--- src/rtl/ysyx_041461_axi_pkg.sv ---
`default_nettype none
// ============================================================================
// Module      : ysyx_041461_axi_pkg
// Description : Shared AXI widths, response encodings and arbiter FSM states.
// Revision    : 1.0 - initial release
// ============================================================================
package ysyx_041461_axi_pkg;

    localparam int AXI_ID_W   = 4;
    localparam int AXI_ADDR_W = 32;
    localparam int AXI_DATA_W = 64;

    localparam logic [1:0] AXI_RESP_OKAY   = 2'b00;
    localparam logic [1:0] AXI_RESP_EXOKAY = 2'b01;
    localparam logic [1:0] AXI_RESP_SLVERR = 2'b10;
    localparam logic [1:0] AXI_RESP_DECERR = 2'b11;

    typedef enum logic [1:0] {
        R_IDLE = 2'd0,
        R_ADDR = 2'd1,
        R_DATA = 2'd2
    } rd_state_e;

    typedef enum logic [1:0] {
        W_IDLE = 2'd0,
        W_ADDR = 2'd1,
        W_DATA = 2'd2,
        W_RESP = 2'd3
    } wr_state_e;

endpackage
`default_nettype wire

--- src/rtl/ysyx_041461_rr_arb2.sv ---
`default_nettype none
// ============================================================================
// Module      : ysyx_041461_rr_arb2
// Description : Two-input round-robin grant; tie goes to the input not last granted.
// Revision    : 1.0 - initial release
// ============================================================================
module ysyx_041461_rr_arb2 (
    input  logic       clk,
    input  logic       rst,
    input  logic [1:0] req_i,
    input  logic       en_i,
    output logic [1:0] gnt_o
);

    logic last_q;
    logic last_d;

    always_comb begin
        gnt_o = 2'b00;
        case (req_i)
            2'b01:   gnt_o = 2'b01;
            2'b10:   gnt_o = 2'b10;
            2'b11:   gnt_o = last_q ? 2'b01 : 2'b10;
            default: gnt_o = 2'b00;
        endcase
        last_d = last_q;
        if (en_i && (|req_i)) begin
            last_d = gnt_o[1];
        end
    end

    // Reset value 1 makes input 0 win the very first tie.
    always_ff @(posedge clk or posedge rst) begin
        if (rst) begin
            last_q <= 1'b1;
        end else begin
            last_q <= last_d;
        end
    end

endmodule
`default_nettype wire

--- src/rtl/ysyx_041461_axi_arbiter.sv ---
`default_nettype none
// ============================================================================
// Module      : ysyx_041461_axi_arbiter
// Description : IFU/LSU to single-slave AXI4 arbiter, one outstanding read and write.
// Revision    : 1.0 - initial release
// ============================================================================
module ysyx_041461_axi_arbiter
    import ysyx_041461_axi_pkg::*;
#(
    parameter int ID_W   = AXI_ID_W,
    parameter int ADDR_W = AXI_ADDR_W,
    parameter int DATA_W = AXI_DATA_W
) (
    input  logic                clk,
    input  logic                rst,
    // master 0 (IFU) read
    input  logic                m0_arvalid,
    output logic                m0_arready,
    input  logic [ID_W-1:0]     m0_arid,
    input  logic [ADDR_W-1:0]   m0_araddr,
    input  logic [7:0]          m0_arlen,
    input  logic [2:0]          m0_arsize,
    input  logic [1:0]          m0_arburst,
    output logic                m0_rvalid,
    input  logic                m0_rready,
    output logic [ID_W-1:0]     m0_rid,
    output logic [1:0]          m0_rresp,
    output logic [DATA_W-1:0]   m0_rdata,
    output logic                m0_rlast,
    // master 1 (LSU) read
    input  logic                m1_arvalid,
    output logic                m1_arready,
    input  logic [ID_W-1:0]     m1_arid,
    input  logic [ADDR_W-1:0]   m1_araddr,
    input  logic [7:0]          m1_arlen,
    input  logic [2:0]          m1_arsize,
    input  logic [1:0]          m1_arburst,
    output logic                m1_rvalid,
    input  logic                m1_rready,
    output logic [ID_W-1:0]     m1_rid,
    output logic [1:0]          m1_rresp,
    output logic [DATA_W-1:0]   m1_rdata,
    output logic                m1_rlast,
    // master 1 (LSU) write
    input  logic                m1_awvalid,
    output logic                m1_awready,
    input  logic [ID_W-1:0]     m1_awid,
    input  logic [ADDR_W-1:0]   m1_awaddr,
    input  logic [7:0]          m1_awlen,
    input  logic [2:0]          m1_awsize,
    input  logic [1:0]          m1_awburst,
    input  logic                m1_wvalid,
    output logic                m1_wready,
    input  logic [DATA_W-1:0]   m1_wdata,
    input  logic [DATA_W/8-1:0] m1_wstrb,
    input  logic                m1_wlast,
    output logic                m1_bvalid,
    input  logic                m1_bready,
    output logic [ID_W-1:0]     m1_bid,
    output logic [1:0]          m1_bresp,
    // slave read
    output logic                s_arvalid,
    input  logic                s_arready,
    output logic [ID_W-1:0]     s_arid,
    output logic [ADDR_W-1:0]   s_araddr,
    output logic [7:0]          s_arlen,
    output logic [2:0]          s_arsize,
    output logic [1:0]          s_arburst,
    input  logic                s_rvalid,
    output logic                s_rready,
    input  logic [ID_W-1:0]     s_rid,
    input  logic [1:0]          s_rresp,
    input  logic [DATA_W-1:0]   s_rdata,
    input  logic                s_rlast,
    // slave write
    output logic                s_awvalid,
    input  logic                s_awready,
    output logic [ID_W-1:0]     s_awid,
    output logic [ADDR_W-1:0]   s_awaddr,
    output logic [7:0]          s_awlen,
    output logic [2:0]          s_awsize,
    output logic [1:0]          s_awburst,
    output logic                s_wvalid,
    input  logic                s_wready,
    output logic [DATA_W-1:0]   s_wdata,
    output logic [DATA_W/8-1:0] s_wstrb,
    output logic                s_wlast,
    input  logic                s_bvalid,
    output logic                s_bready,
    input  logic [ID_W-1:0]     s_bid,
    input  logic [1:0]          s_bresp
);

    rd_state_e  rd_state_q;
    wr_state_e  wr_state_q;
    logic       rd_owner_q;
    logic [1:0] ar_gnt;

    ysyx_041461_rr_arb2 u_rr_arb2 (
        .clk   (clk),
        .rst   (rst),
        .req_i ({m1_arvalid, m0_arvalid}),
        .en_i  (rd_state_q == R_IDLE),
        .gnt_o (ar_gnt)
    );

    always_ff @(posedge clk or posedge rst) begin
        if (rst) begin
            rd_state_q <= R_IDLE;
            rd_owner_q <= 1'b0;
        end else begin
            case (rd_state_q)
                R_IDLE: begin
                    if (m0_arvalid || m1_arvalid) begin
                        rd_owner_q <= ar_gnt[1];
                        rd_state_q <= R_ADDR;
                    end
                end
                R_ADDR: begin
                    if (s_arvalid && s_arready) begin
                        rd_state_q <= R_DATA;
                    end
                end
                R_DATA: begin
                    if (s_rvalid && s_rready && s_rlast) begin
                        rd_state_q <= R_IDLE;
                    end
                end
                default: rd_state_q <= R_IDLE;
            endcase
        end
    end

    always_ff @(posedge clk or posedge rst) begin
        if (rst) begin
            wr_state_q <= W_IDLE;
        end else begin
            case (wr_state_q)
                W_IDLE: if (m1_awvalid)                        wr_state_q <= W_ADDR;
                W_ADDR: if (s_awvalid && s_awready)            wr_state_q <= W_DATA;
                W_DATA: if (s_wvalid && s_wready && s_wlast)   wr_state_q <= W_RESP;
                W_RESP: if (s_bvalid && s_bready)              wr_state_q <= W_IDLE;
                default:                                       wr_state_q <= W_IDLE;
            endcase
        end
    end

    // Read channel routing: everything not owned by the current state is held at zero.
    always_comb begin
        s_arvalid  = 1'b0;
        s_arid     = '0;
        s_araddr   = '0;
        s_arlen    = '0;
        s_arsize   = '0;
        s_arburst  = '0;
        m0_arready = 1'b0;
        m1_arready = 1'b0;
        s_rready   = 1'b0;
        m0_rvalid  = 1'b0;
        m0_rid     = '0;
        m0_rresp   = '0;
        m0_rdata   = '0;
        m0_rlast   = 1'b0;
        m1_rvalid  = 1'b0;
        m1_rid     = '0;
        m1_rresp   = '0;
        m1_rdata   = '0;
        m1_rlast   = 1'b0;
        if (rd_state_q == R_ADDR) begin
            if (rd_owner_q) begin
                s_arvalid  = m1_arvalid;
                s_arid     = m1_arid;
                s_araddr   = m1_araddr;
                s_arlen    = m1_arlen;
                s_arsize   = m1_arsize;
                s_arburst  = m1_arburst;
                m1_arready = s_arready;
            end else begin
                s_arvalid  = m0_arvalid;
                s_arid     = m0_arid;
                s_araddr   = m0_araddr;
                s_arlen    = m0_arlen;
                s_arsize   = m0_arsize;
                s_arburst  = m0_arburst;
                m0_arready = s_arready;
            end
        end
        if (rd_state_q == R_DATA) begin
            if (rd_owner_q) begin
                m1_rvalid = s_rvalid;
                m1_rid    = s_rid;
                m1_rresp  = s_rresp;
                m1_rdata  = s_rdata;
                m1_rlast  = s_rlast;
                s_rready  = m1_rready;
            end else begin
                m0_rvalid = s_rvalid;
                m0_rid    = s_rid;
                m0_rresp  = s_rresp;
                m0_rdata  = s_rdata;
                m0_rlast  = s_rlast;
                s_rready  = m0_rready;
            end
        end
    end

    always_comb begin
        s_awvalid  = 1'b0;
        s_awid     = '0;
        s_awaddr   = '0;
        s_awlen    = '0;
        s_awsize   = '0;
        s_awburst  = '0;
        m1_awready = 1'b0;
        s_wvalid   = 1'b0;
        s_wdata    = '0;
        s_wstrb    = '0;
        s_wlast    = 1'b0;
        m1_wready  = 1'b0;
        m1_bvalid  = 1'b0;
        m1_bid     = '0;
        m1_bresp   = '0;
        s_bready   = 1'b0;
        case (wr_state_q)
            W_ADDR: begin
                s_awvalid  = m1_awvalid;
                s_awid     = m1_awid;
                s_awaddr   = m1_awaddr;
                s_awlen    = m1_awlen;
                s_awsize   = m1_awsize;
                s_awburst  = m1_awburst;
                m1_awready = s_awready;
            end
            W_DATA: begin
                s_wvalid  = m1_wvalid;
                s_wdata   = m1_wdata;
                s_wstrb   = m1_wstrb;
                s_wlast   = m1_wlast;
                m1_wready = s_wready;
            end
            W_RESP: begin
                m1_bvalid = s_bvalid;
                m1_bid    = s_bid;
                m1_bresp  = s_bresp;
                s_bready  = m1_bready;
            end
            default: ;
        endcase
    end

endmodule
`default_nettype wire

--- config.mk ---
export PLATFORM = sky130hd
export DESIGN_NAME = ysyx_041461_axi_arbiter
export DESIGN_NICKNAME = d
export VERILOG_FILES = /design/src/rtl/ysyx_041461_axi_pkg.sv /design/src/rtl/ysyx_041461_rr_arb2.sv /design/src/rtl/ysyx_041461_axi_arbiter.sv
export SDC_FILE = /design/constraint.sdc
export NUM_CORES = 1
export LEC_CHECK = 0
export CAP_MARGIN = 20
export CORE_AREA = 2 2 247 249
export DETAILED_ROUTE_END_ITERATION = 7
export DIE_AREA = 0 0 249 251
export GPL_TIMING_DRIVEN = 0
export SLEW_MARGIN = 25
export SYNTH_ARGS = -nofsm -noshare
export SYNTH_HDL_FRONTEND = slang
export SYNTH_SLANG_ARGS = --single-unit
export TNS_END_PERCENT = 50
--- constraint.sdc ---
create_clock -name clk -period 1.95 [get_ports clk]
set_input_delay 0.2925 -clock clk [delete_from_list [all_inputs] [get_ports clk]]
set_output_delay 0.2925 -clock clk [all_outputs]
set_load 0.01 [all_outputs]
==> impl_metrics.ini, run 1 <==
[detailed_routing]
vias = 5866
drc = 0
antenna_left = 0
dr.pass1.iters = 4
drt_first_iter_violations = 173
wire_per_inst_um = 15.8
wl_mm = 30.6
via_per_inst = 3.04

[global_routing]
grt_pass1_vias = 6304
grt_max_degree = 11
grt-ovfl-total = 0
grt_usage_pct = 9.00
antenna_found_initial = 5
grt_pass1_wl_mm = 42.0

[power]
sw_frac_of_total_pct = 44.5
clockPowerShare_pct = 4.1
pwr-share-seq_pct = 3.1
share_comb_of_total_power_pct = 92.8
p_int_mw = 5.12
max-vdd-ir-drop_mv = 0.566
pwr_density_cell_nw_per_um2 = 833
p_leak_nw = 5.46
p_switching_mw = 4.10

[sta]
setup_viol = 145
final-hold-violation-count = 0
tightest_slew_ns = 1.10
worst_slack_ns = -0.158
layout_min_cycle_time_ns = 2.11
timing.slew.headroom_pct = 26.0
max_freq_mhz = 474
fin_tns_setup_ns = -8.53
final-max-slew-violation-count = 0
finalCritPeriodShare_pct = 108
finClkSkew_ns = 0.00371
rsz0062_at_grt = yes

[placement]
hpwl_mm = 26.0
dp.cells = 1884
port_buffers = 641
routabilityCongestion = 0.988
dpl_worst_slack_ns = -0.751

[yosys]
synth.ff_latch_count = 6
syn-instance-count = 461
synthFlopType = dfrtp_1
synth_edf_count = 0
netlist_area_sq_um = 3070
ys_seq_area_share_pct = 4.93
syn_avg_cell_area_sq_um = 6.66
synth_top_cell_area_share_pct = 56.4
async_flop_share_pct = 100
synth_common_cells = and2_1, nor2_1, mux2i_1
yosys_warnings = 0
synth_nets = 777
synth_top_area_cell = and2_1
synth_cell_types = 29
synth.area.top_cells = and2_1, mux2i_1, nor2_1, buf_2, dfrtp_1
synth.most_common_cell = and2_1

[hold_path]
hold_path.class = primary input to async pin

[flow_run]
maxCapViolCount = 0

[cts]
clock_sinks = 6
ctsLongestPathBuffers = 2
cts_root_buffer = clkbuf_16
cts_tree = built
clkLatencyLatePin_ns = 0.24
cts_buffers = 3
clk_pin_slew_worst_paths_ns = 0.04
htree_levels = 1

[floorplanning]
fp.dieArea_sq_um = 62500
start_util_pct = 5.14
floorplan.rows = 90
die_h_um = 251
ios = 642
die_w_um = 249
coreArea_sq_um = 59800

[final_layout]
layout-drive-gt1-share_pct = 23.8
final_nets = 1462
area_growth_pct = 260
instances_no_fill = 1932
post-route-util_pct = 18.5

[critical_path]
cp-end-kind = primary output
critPathKind = flip-flop to primary output
cp.arrival_ns = 1.82
cp_max_fo = 10
critPathRequiredTime_ns = 1.66
worst_setup_path_start_kind = flip-flop

[outcome]
status = complete, but fails checks
violations = negative setup slack
cell usage in the layout, fill, tap and decap left out, types with 3 or more instances in the layout:
cell type,n
and2_1,245
and2_4,31
buf_12,7
buf_2,52
buf_4,25
buf_6,46
buf_8,7
clkbuf_16,4
clkbuf_2,34
clkbuf_8,10
clkdlybuf4s15_1,26
clkdlybuf4s15_2,29
clkdlybuf4s50_1,356
dfrtp_1,3
diode_2,5
dlygate4sd2_1,91
dlymetal6s2s_1,32
ha_4,3
mux2i_1,49
nand2_1,3
nor2_1,54
per-stage QoR:
stage	instance area (sq um)	power, mW	hold slack [ns]
finish	11100	9.22	0.330
CTS	11000	9.29	0.370
global placement	10500	8.34	0.506
floorplan	3070	3.56	0.0827
detailed placement	10500	8.40	0.511
global route	11100	9.89	0.380
critical path: stages (launching register included):
cell and delay [ns]:
dfrtp_1 0.38, buf_12 0.16, buf_4 0.20, mux2i_1 0.14, nor2_1 0.12, clkdlybuf4s50_1 0.56
repair_timing:
action / in CTS / in global routing
buffers inserted: 30 / 8
cloned: 5 / 1
resized for setup: 688 / 158
endpoints found under the setup margin: 332 / 277
endpoints found under the hold margin: 0 / 0
hold buffers: 0 / 0
pin swaps: 13 / 6
path summary, 6_finish.rpt:
path	cells after the start	slack [ns]	start	endpoint
min	2	0.33	rst	wr_state_q[0]$_DFFE_PP0P_
max in group asynchronous	2	1.32	rst	u_rr_arb2.last_q$_DFFE_PP1P_
max reg2reg	5	-0.14	rd_owner_q$_DFFE_PP0P_	rd_state_q[1]$_DFFE_PP0P_
min in group clk	1	0.53	u_rr_arb2.last_q$_DFFE_PP1P_	u_rr_arb2.last_q$_DFFE_PP1P_
min reg2reg	1	0.53	u_rr_arb2.last_q$_DFFE_PP1P_	u_rr_arb2.last_q$_DFFE_PP1P_
max	5	-0.16	rd_owner_q$_DFFE_PP0P_	s_arlen[6]
final cells by class:
type	count	area [sq um]
antenna	5	12.5
buffer	36	424
clock buffer	4	78.8
fill	6750	48700
inverter	4	17.5
multi-input combinational	412	2870
sequential	6	154
tap	782	978
timing repair buffer	683	6540
cell families (layout without fill, tap and decap cells):
family                   after synthesis  in the layout  share of synthesized area (%)
buffers and inverters                 43            727                           6.40
AND/OR/NAND/NOR                      346            346                           66.2
AO/OA/AOI/OAI                          9              9                           3.34
flip-flops                             6              6                           4.93
adder cells (fa/ha/maj)                5              5                           2.04
multiplexers                          52             52                           17.1
other                                  0              5                              0
power groups by stage:
stage	clock network [mW]	registers [mW]	logic [mW]
final	0.374	0.287	8.56
after global routing	0.401	0.297	9.19
after global placement	0	0.255	8.08
after detailed placement	0	0.259	8.14
after floorplan	0	0.244	3.31
after CTS	0.392	0.281	8.61
sequential cells by signal (all words and copies together), names as in the netlist:
name              flops
u_rr_arb2.last_q      1
rd_state_q            2
wr_state_q            2
rd_owner_q            1
metal layers:
layer	vias to the layer above	global-route usage, %	share of wire, %
met1	2648	10.5	41
met3	46	2.07	7.5
li1	2802	-	-
met2	366	15.7	47
met5	-	0	0.088
met4	4	3.90	4.5
No activity file was read; power rests on OpenSTA's default activity.
==> run 2: changes to the inputs <==
Settings changed: SKIP_LAST_GASP set to 1.
==> run 2 against run 1 <==
  * The run still ends with negative setup slack left
  * Register-to-register slack barely moved
  * Routed wire length fell by 0.18%
  * Hold slack barely moved
  * Via count fell by 0.26%
  * Power grew 1.1%
  * Flip-flop and latch count unchanged
  * Clock power hardly changed
  * Global-route usage about the same
  * Core utilization up 0.36 points
  * First-iteration DRC count is 5.8% lower
  * Setup slack worse by 0.053 ns
  * Maximum frequency fell by 2.5%
  * Critical endpoint is now m1_rdata[18]
==> impl_metrics.ini, run 2 (synthesis results as in run 1) <==
[sta]
final-max-slew-violation-count = 0
max_freq_mhz = 463
layout_min_cycle_time_ns = 2.16
timing.slew.headroom_pct = 26.0
rsz0062_at_grt = yes
fin_tns_setup_ns = -19.10
finalCritPeriodShare_pct = 111
tightest_slew_ns = 1.10
worst_slack_ns = -0.211
finClkSkew_ns = 0.00339
setup_viol = 176
final-hold-violation-count = 0

[placement]
hpwl_mm = 26.0
routabilityCongestion = 0.988
port_buffers = 641
placed_area_sq_um = 10500

[critical_path]
r2r_cells = 5
rrSetupSlack_ns = -0.13
critPathRequiredTime_ns = 1.66
cp.arrival_ns = 1.87
cp-end-kind = primary output
worstPathCellList = buf_12 > inv_1 > nor2_4 > buf_8 > and2_1 > clkdlybuf4s50_1
worst_setup_path_start_kind = flip-flop
max_stage_delay_ns = 0.53
cp_max_fo = 9
reg2reg_to = rd_state_q[1]$_DFFE_PP0P_
critPathSlowestCell = clkdlybuf4s50_1
critPathKind = flip-flop to primary output
r2r_start = rd_owner_q$_DFFE_PP0P_

[floorplanning]
die_w_um = 249
coreArea_sq_um = 59800
die_h_um = 251
start_util_pct = 5.14
floorplan.rows = 90
ios = 642
fp.dieArea_sq_um = 62500

[final_layout]
layout_common_cells = clkdlybuf4s50_1, and2_1, dlymetal6s2s_1, dlygate4sd2_1, nor2_1
design_area_sq_um = 11300
final_common_cell = clkdlybuf4s50_1
area_growth_pct = 267
layout-drive-gt1-share_pct = 18.3
fillers = 6728
top_regs = rd_state_q (2), wr_state_q (2)
post-route-util_pct = 18.9
final_nets = 1461

[outcome]
violations = negative setup slack
status = complete, but fails checks

[cts]
ctsLongestPathBuffers = 2
cts_tree = built
cts_root_buffer = clkbuf_16
cts_buffers = 3
clkLatencyLatePin_ns = 0.24
clock_sinks = 6
clk_pin_slew_worst_paths_ns = 0.04
htree_levels = 1

[detailed_routing]
drt_first_iter_violations = 163
vias = 5851
wl_mm = 30.5
dr.pass1.iters = 4
drc = 0
via_per_inst = 3.03
antenna_left = 0
wire_per_inst_um = 15.8

[power]
sw_frac_of_total_pct = 43.8
pwr-share-seq_pct = 3.0
share_comb_of_total_power_pct = 93.0
p_leak_nw = 6.05
clockPowerShare_pct = 4.0
max-vdd-ir-drop_mv = 0.587
pwr_density_cell_nw_per_um2 = 826
p_int_mw = 5.24
p_switching_mw = 4.08

[global_routing]
antenna_found_initial = 5
gr-usage-met2_pct = 15.7
grt_pass1_wl_mm = 41.9
use_met3_pct = 2.10
grt_usage_pct = 8.99
grt-ovfl-total = 0
grt_max_degree = 11
grt_util_met1_pct = 10.5
grt_pass1_vias = 6291
grt-busiest-layer = met2

[flow_run]
maxCapViolCount = 0

[hold_path]
hold_path.class = primary input to async pin
-- run 2: cell count changes in the layout (fill, tap and decap cells not counted), sizes merged --
cell,before,now
buf,138,130
clkbuf,50,11
clkdlybuf4s15,55,54
clkdlybuf4s50,356,375
diode,5,4
dlygate4sd2,91,74
dlymetal6s2s,32,77
-- run 2: power groups by stage --
stage / registers (mW) / logic [mW] / clock network [mW]
5_1_grt: 0.292 / 9.28 / 0.401
4_1_cts: 0.281 / 8.75 / 0.392
3_3_place_gp: 0.255 / 8.08 / 0
6_report: 0.280 / 8.66 / 0.375
2_1_floorplan: 0.244 / 3.31 / 0
3_5_place_dp: 0.259 / 8.14 / 0
-- run 2: worst max-delay path, delay by kind of cell (launching register included) --
| family | cells | cell delay (ns) |
|---|---|---|
| flip-flops | 1 | 0.36 |
| AND/OR/NAND/NOR | 2 | 0.31 |
| buffers and inverters | 4 | 0.95 |
-- run 2: metrics by stage --
step	instances	hold slack, ns	worst slack (ns)	total power [mW]
after floorplan	461	0.0827	0.335	3.56
after global placement	1884	0.506	-0.731	8.34
after detailed placement	1884	0.511	-0.751	8.40
after CTS	1922	0.370	-0.268	9.42
after global routing	1928	0.380	-0.324	9.97
final	1930	0.330	-0.211	9.32
-- run 2: cell type report --
type	count	area, sq um	share of cell area (%)
Antenna cell	4	10.0	0.0888
Buffer	36	394	3.49
Inverter	4	17.5	0.155
Clock buffer	4	78.8	0.699
Tap cell	782	978	8.68
Timing Repair Buffer	682	6830	60.5
Sequential cell	6	154	1.36
Multi-Input combinational cell	412	2820	25.0
-- run 2: worst max-delay path by stage --
| stage | startpoint | to | slack, ns | depth (start not counted) |
|---|---|---|---|---|
| floorplan | wr_state_q[1]$_DFFE_PP0P_ | wr_state_q[1]$_DFFE_PP0P_ | 0.33 | 5 |
| CTS | wr_state_q[0]$_DFFE_PP0P_ | s_wstrb[2] | -0.27 | 5 |
| finish | rd_owner_q$_DFFE_PP0P_ | m1_rdata[18] | -0.21 | 6 |
| global route | rd_owner_q$_DFFE_PP0P_ | s_araddr[26] | -0.32 | 5 |
| detailed placement | rd_state_q[0]$_DFFE_PP0P_ | m0_rresp[1] | -0.75 | 5 |
| global placement | rd_state_q[0]$_DFFE_PP0P_ | m0_rresp[1] | -0.73 | 5 |
-- run 2: metal layers --
layer,up-vias,wire [um]
li1,2798,-
met1,2652,12300
met2,357,14700
met3,40,2160
met4,4,1250
met5,-,27
-- run 2: timing repair --
item,4_1_cts,5_1_grt
gates cloned,5,1
endpoints found under the setup margin,332,325
gates resized for setup,580,115
pin swaps,12,3
hold buffers,0,0
buffers inserted,30,5
endpoints found under the hold margin,0,0
